--- config.mk ---
export PLATFORM = sky130hd
export DESIGN_NAME = tt_ctl_sequencer
export DESIGN_NICKNAME = d
export VERILOG_FILES = /design/src/rtl/tt_ctl_sequencer_pkg.sv /design/src/rtl/tt_ctl_phase_timer.sv /design/src/rtl/tt_ctl_sequencer.sv
export SDC_FILE = /design/constraint.sdc
export NUM_CORES = 1
export LEC_CHECK = 0
export BUFFER_PORTS_ARGS = -buffer_cell sky130_fd_sc_hd__buf_2
export CAP_MARGIN = 20
export CORE_AREA = 10 10 60 62
export DETAILED_ROUTE_END_ITERATION = 10
export DIE_AREA = 0 0 70 72
export PLACE_DENSITY = 0.83
export SLEW_MARGIN = 0
export SYNTH_ARGS = -nofsm -noshare
export SYNTH_HDL_FRONTEND = slang
export SYNTH_SLANG_ARGS = --single-unit
--- constraint.sdc ---
create_clock -name clk -period 1.99 [get_ports clk]
set_input_delay 0.2985 -clock clk [delete_from_list [all_inputs] [get_ports clk]]
set_output_delay 0.2985 -clock clk [all_outputs]
set_load 0.01 [all_outputs]
--- src/rtl/tt_ctl_sequencer_pkg.sv ---
// Shared definitions for the TT mux control sequencer: state encodings, default
// phase lengths and ctl pad bit positions.
package tt_ctl_sequencer_pkg;

    typedef enum logic [2:0] {
        ST_IDLE   = 3'd0,
        ST_DIS    = 3'd1,
        ST_RST    = 3'd2,
        ST_REL    = 3'd3,
        ST_INC_H  = 3'd4,
        ST_INC_L  = 3'd5,
        ST_SETTLE = 3'd6,
        ST_BOOT   = 3'd7
    } seq_state_t;

    localparam int DEF_ADDR_W     = 10;
    localparam int DEF_PULSE_CYC  = 4;
    localparam int DEF_SETTLE_CYC = 8;

    // Bit positions of the control signals within the ctl[5:0] pad group
    localparam int CTL_SEL_RST_N_BIT = 0;
    localparam int CTL_SEL_INC_BIT   = 1;
    localparam int CTL_ENA_BIT       = 2;

    function automatic int timer_width(input int pulse_cyc, input int settle_cyc);
        int m;
        m = (pulse_cyc > settle_cyc) ? pulse_cyc : settle_cyc;
        return (m <= 2) ? 1 : $clog2(m);
    endfunction

endpackage

--- src/rtl/tt_ctl_phase_timer.sv ---
// Loadable down-counter with a zero flag; one instance times every sequencer phase.
module tt_ctl_phase_timer #(
    parameter int W = 3
) (
    input  logic         clk,
    input  logic         rst,
    input  logic         load,
    input  logic [W-1:0] load_val,
    output logic         zero
);

    logic [W-1:0] cnt_q;

    always_ff @(posedge clk or posedge rst) begin
        if (rst) begin
            cnt_q <= '0;
        end else if (load) begin
            cnt_q <= load_val;
        end else if (cnt_q != '0) begin
            cnt_q <= cnt_q - W'(1);
        end
    end

    assign zero = (cnt_q == '0);

endmodule

--- src/rtl/tt_ctl_sequencer.sv ---
// TT mux select sequencer: disable, reset selector, N increment pulses, settle, enable.
// Optional TT_CTL_SEQ_INCR_EN: remember the selected address and only increment forward.
//
//  state  | meaning
//  BOOT   | held in reset, selector reset asserted, not ready
//  IDLE   | waiting for a request
//  DIS    | ctl_ena low, quiet time before touching the selector
//  RST    | ctl_sel_rst_n low
//  REL    | ctl_sel_rst_n released
//  INC_H  | ctl_sel_inc high
//  INC_L  | ctl_sel_inc low
//  SETTLE | quiet time before ctl_ena is applied
module tt_ctl_sequencer
    import tt_ctl_sequencer_pkg::*;
#(
    parameter int ADDR_W     = DEF_ADDR_W,
    parameter int PULSE_CYC  = DEF_PULSE_CYC,
    parameter int SETTLE_CYC = DEF_SETTLE_CYC
) (
    input  logic              clk,
    input  logic              rst,
    input  logic              req_valid,
    output logic              req_ready,
    input  logic [ADDR_W-1:0] req_addr,
    input  logic              req_ena,
    output logic              busy,
    output logic              done,
    output logic              ctl_sel_rst_n,
    output logic              ctl_sel_inc,
    output logic              ctl_ena
);

    localparam int TMR_W = timer_width(PULSE_CYC, SETTLE_CYC);
    localparam logic [TMR_W-1:0] PULSE_LD  = TMR_W'(PULSE_CYC - 1);
    localparam logic [TMR_W-1:0] SETTLE_LD = TMR_W'(SETTLE_CYC - 1);

    seq_state_t        state_q, state_d;
    logic [ADDR_W-1:0] pcnt_q;
    logic [ADDR_W-1:0] incs_d;
    logic              ena_q;
    logic              skip_q, skip_d;
    logic              accept;
    logic              seq_end;
    logic              tmr_load, tmr_zero;
    logic [TMR_W-1:0]  tmr_val;

    assign req_ready = (state_q == ST_IDLE);
    assign accept    = req_valid && req_ready;
    assign seq_end   = (state_q == ST_SETTLE) && tmr_zero;

`ifdef TT_CTL_SEQ_INCR_EN
    logic [ADDR_W-1:0] addr_q;
    logic [ADDR_W-1:0] cur_addr_q;
    logic              cur_valid_q;

    assign skip_d = cur_valid_q && (req_addr >= cur_addr_q);
    assign incs_d = skip_d ? (req_addr - cur_addr_q) : req_addr;

    always_ff @(posedge clk or posedge rst) begin
        if (rst) begin
            addr_q      <= '0;
            cur_addr_q  <= '0;
            cur_valid_q <= 1'b0;
        end else begin
            if (accept) begin
                addr_q <= req_addr;
            end
            if (seq_end) begin
                cur_addr_q  <= addr_q;
                cur_valid_q <= 1'b1;
            end
        end
    end
`else
    assign skip_d = 1'b0;
    assign incs_d = req_addr;
`endif

    always_ff @(posedge clk or posedge rst) begin
        if (rst) begin
            state_q <= ST_BOOT;
        end else begin
            state_q <= state_d;
        end
    end

    always_comb begin
        state_d = state_q;
        case (state_q)
            ST_BOOT:   state_d = ST_IDLE;
            ST_IDLE:   if (req_valid) state_d = ST_DIS;
            ST_DIS: begin
                if (tmr_zero) begin
                    if (!skip_q)              state_d = ST_RST;
                    else if (pcnt_q == '0)    state_d = ST_SETTLE;
                    else                      state_d = ST_INC_H;
                end
            end
            ST_RST:    if (tmr_zero) state_d = ST_REL;
            ST_REL:    if (tmr_zero) state_d = (pcnt_q == '0) ? ST_SETTLE : ST_INC_H;
            ST_INC_H:  if (tmr_zero) state_d = ST_INC_L;
            ST_INC_L:  if (tmr_zero) state_d = (pcnt_q == ADDR_W'(1)) ? ST_SETTLE : ST_INC_H;
            ST_SETTLE: if (tmr_zero) state_d = ST_IDLE;
            default:   state_d = ST_IDLE;
        endcase
    end

    // Every state change starts a new phase, so the timer reloads on each transition.
    always_comb begin
        tmr_load = (state_d != state_q);
        tmr_val  = PULSE_LD;
        if (state_d == ST_DIS || state_d == ST_SETTLE) begin
            tmr_val = SETTLE_LD;
        end
    end

    tt_ctl_phase_timer #(
        .W (TMR_W)
    ) u_phase_timer (
        .clk      (clk),
        .rst      (rst),
        .load     (tmr_load),
        .load_val (tmr_val),
        .zero     (tmr_zero)
    );

    // Remaining increments; decremented at the end of each low phase, so it stops at zero.
    always_ff @(posedge clk or posedge rst) begin
        if (rst) begin
            pcnt_q <= '0;
            ena_q  <= 1'b0;
            skip_q <= 1'b0;
        end else if (accept) begin
            pcnt_q <= incs_d;
            ena_q  <= req_ena;
            skip_q <= skip_d;
        end else if (state_q == ST_INC_L && tmr_zero) begin
            pcnt_q <= pcnt_q - ADDR_W'(1);
        end
    end

    always_ff @(posedge clk or posedge rst) begin
        if (rst) begin
            ctl_sel_rst_n <= 1'b0;
            ctl_sel_inc   <= 1'b0;
            ctl_ena       <= 1'b0;
            busy          <= 1'b0;
            done          <= 1'b0;
        end else begin
            ctl_sel_rst_n <= (state_d != ST_RST);
            ctl_sel_inc   <= (state_d == ST_INC_H);
            busy          <= (state_d != ST_IDLE) && (state_d != ST_BOOT);
            done          <= seq_end;
            if (state_d == ST_DIS) begin
                ctl_ena <= 1'b0;
            end else if (seq_end) begin
                ctl_ena <= ena_q;
            end
        end
    end

endmodule

==> out/results.ini <==
[final_layout]
diodes = 0
syn2layout_area_growth_pct = 13.4
fin_nets = 179
drive_gt1_share_pct = 24.5

[setup_path]
slowest_delay_ns = 0.37
critPathBufInv = 1
r2r_setup_slack_ns = 0.13
reg2reg_from = u_phase_timer.cnt_q[0]
cp-endpoint = ctl_ena
cp-start-kind = flop
end_kind = flop
worstSetupPathType = reg2reg
path_cells = inv_1 > ha_2 > and3b_2 > a21o_1 > a22oi_2 > nor3_4 > o41a_1
r2r_end = ctl_ena
required_ns = 2.20
r2r_cells = 7
arrival_ns = 2.07
critical_path.max_fanout = 8
crit_slowest_cell = o41a_1
critPathTopFamily = compound AO/OA/AOI/OAI gates
path_depth = 7
critPathLaunch = u_phase_timer.cnt_q[0]

[routing]
drt_iter0_drc = 67
wirelength_um = 2770
ant_nets = 0
vias = 1037
drc = 0
firstDrtPassIters = 6
routedWlPerCell_um = 14.6
via_per_inst = 5.49

[run]
maxCapViolations = 0

[power_and_ir_drop]
p_switching_mw = 0.858
p_per_area_mw_per_mm2 = 1450
ir_drop_v = 0.000960
clockPowerShare_pct = 16.5
p_int_mw = 1.26
p_sw_share_pct = 40.6
p_seq_share_pct = 40.4
p_leak_nw = 0.637
p_comb_share_pct = 43.1

[place]
port_buffers = 19
gp_congestion = 0.860
hpwl_um = 2020

[floorplan]
coreArea_mm2 = 0.00243
die_y_um = 72
die_w_um = 70
die_area_mm2 = 0.00504
start_util_pct = 53.0
rows = 18
ios = 20

[timing]
finalMaxSlewViolations = 0
tightest_slew_ns = 0.384
period_share_pct = 93.6
holdWs_ns = 0.194
tns_ns = 0
fin_worst_skew_ns = 0.00966
fmax_mhz = 537
finalSetupViolations = 0
hold_violations = 0
slew_headroom_pct = 74.2
fin_crit_ns = 1.86
rsz0062_at_grt = false

[clock_tree]
cts.sinks = 22
root_buffer = clkbuf_4
clockBufferDepth = 2
postCtsSetupRepairBufs = 0
numCtsBuffers = 3
clock_latency_ns = 0.31
h-tree-depth = 1
clkSlewWorstSetupHoldPaths_ns = 0.14
cts_tree = done

[synthesis]
synth_most_common_cell = nor2_1
yosys.area_share.xor_xnor_pct = 6.80
yosys.area.top_type = dfrtp_1
async_reset_ff_share_pct = 100
syn_area_mm2 = 0.00129
synth_seq_cells = 22
synth-adder-area-share_pct = 4.85
synth_fp_nets = 159
synth-edff-count = 0
seq_area_frac_synth_pct = 43.0
synth.area.mux_share_pct = 3.40
synthSimpleGateAreaFrac_pct = 20.7
synth_compound_area_share_pct = 15.4
synth_top_area_share_pct = 36.9
synth.avg_cell_area_um2 = 9.21
ys_types = 37
ys.flop_type = dfrtp_1
synthCells = 140
ys_warn_count = 0
synth_top_family_by_area = simple AND/OR/NAND/NOR gates
synth_area_leaders = dfrtp_1 37%, dfstp_2 6.1%, nor2_1 5.8%, a21oi_1 5.4%, ha_1 4.9%
synth_common_cells = 20 x nor2_1, 19 x dfrtp_1, 14 x a21oi_1

[run_status]
status = finished clean

[global_routing]
grt_use_total_pct = 11.0
grt_pass1_wl_um = 4750
overflow = 0
grt_max_degree = 23
grt_pass1_vias = 1083
antenna_found_initial = 0

[worst_hold_path]
hp-class = in2reg

==> worst min-delay path by stage <==
stage	start	to	slack (ns)	cells after the start
after CTS	req_ena	ena_q	0.19	2
after floorplan	rst	busy	0.29	1
after global placement	rst	busy	0.34	3
final	req_ena	ena_q	0.19	2
after global routing	req_ena	ena_q	0.19	2
after detailed placement	rst	ctl_sel_rst_n	0.34	3
==> logic make-up after synthesis <==
kind of cell,Yosys count
AO/OA/AOI/OAI,31
XOR/XNOR,10
adder cells (fa/ha/maj),5
buffers and inverters,15
flip-flops,22
multiplexers,4
AND/OR/NAND/NOR,53
==> placed cells by master, fill, tap and decap left out, drive strengths merged, types with 2 or more instances in the layout <==
master,n
buf,22
nor2,21
dfrtp,19
a21oi,14
nand2,11
nor3,8
inv,7
o21ai,7
xor2,6
ha,5
xnor2,4
nand4,3
clkbuf,3
dfstp,3
mux2,3
a21o,2
nand2b,2
o31ai,2
==> worst register-to-register path, cell delays in order (launching register included) <==
cell and delay, ns:
dfrtp_1 0.35, inv_1 0.07, ha_2 0.20, and3b_2 0.27, a21o_1 0.20, a22oi_2 0.20
nor3_4 0.10, o41a_1 0.37
==> per-stage QoR <==
stage          utilization [%]  total power, mW  setup WS (ns)  instance area, um^2  std cells
2_1_floorplan                -             1.57          0.148                 1290        140
3_3_place_gp              57.4             1.69          0.139                 1400        184
3_5_place_dp              57.4             1.75         0.0637                 1400        184
4_1_cts                   59.9             2.10         0.0598                 1460        189
5_1_grt                   60.1             2.30         0.0339                 1460        189
6_report                  60.1             2.11          0.127                 1460        189
==> state kept, by name, summed over array words and instances (netlist names) <==
| signal | cells |
|---|---|
| pcnt_q | 10 |
| state_q | 3 |
| u_phase_timer.cnt_q | 3 |
| busy | 1 |
| ctl_ena | 1 |
| ctl_sel_inc | 1 |
| ctl_sel_rst_n | 1 |
| done | 1 |
| ena_q | 1 |
==> power groups by stage <==
stage          sequential (mW)  clock, mW  combinational, mW
6_report                 0.855      0.348              0.912
5_1_grt                  0.886      0.361               1.05
4_1_cts                  0.852      0.352              0.899
3_5_place_dp             0.861          0              0.889
3_3_place_gp             0.846          0              0.844
2_1_floorplan            0.776          0              0.789
==> cell type report <==
| type | instances | area [um^2] |
|---|---|---|
| clock buffers | 3 | 22.5 |
| inverters | 7 | 26.3 |
| fillers | 205 | 971 |
| clock inverters | 1 | 30.0 |
| well taps | 30 | 37.5 |
| multi-input cells | 103 | 663 |
| flip-flops and latches | 22 | 554 |
| repair buffers | 23 | 128 |
==> per-layer routing <==
layer | track usage, % | wire (um)
met1 | 13.2 | 1220
met2 | 18.4 | 1390
met3 | 2.59 | 133
met4 | 4.39 | 18
met5 | 0 | 0
==> timing repair <==
| item | in CTS | in global routing |
|---|---|---|
| endpoints found under the setup margin | 0 | 6 |
| endpoints found under the hold margin | 10 | 0 |
| hold buffers | 1 | 0 |
| resized for setup | 0 | 2 |
Power figures use the tool's default switching activity.
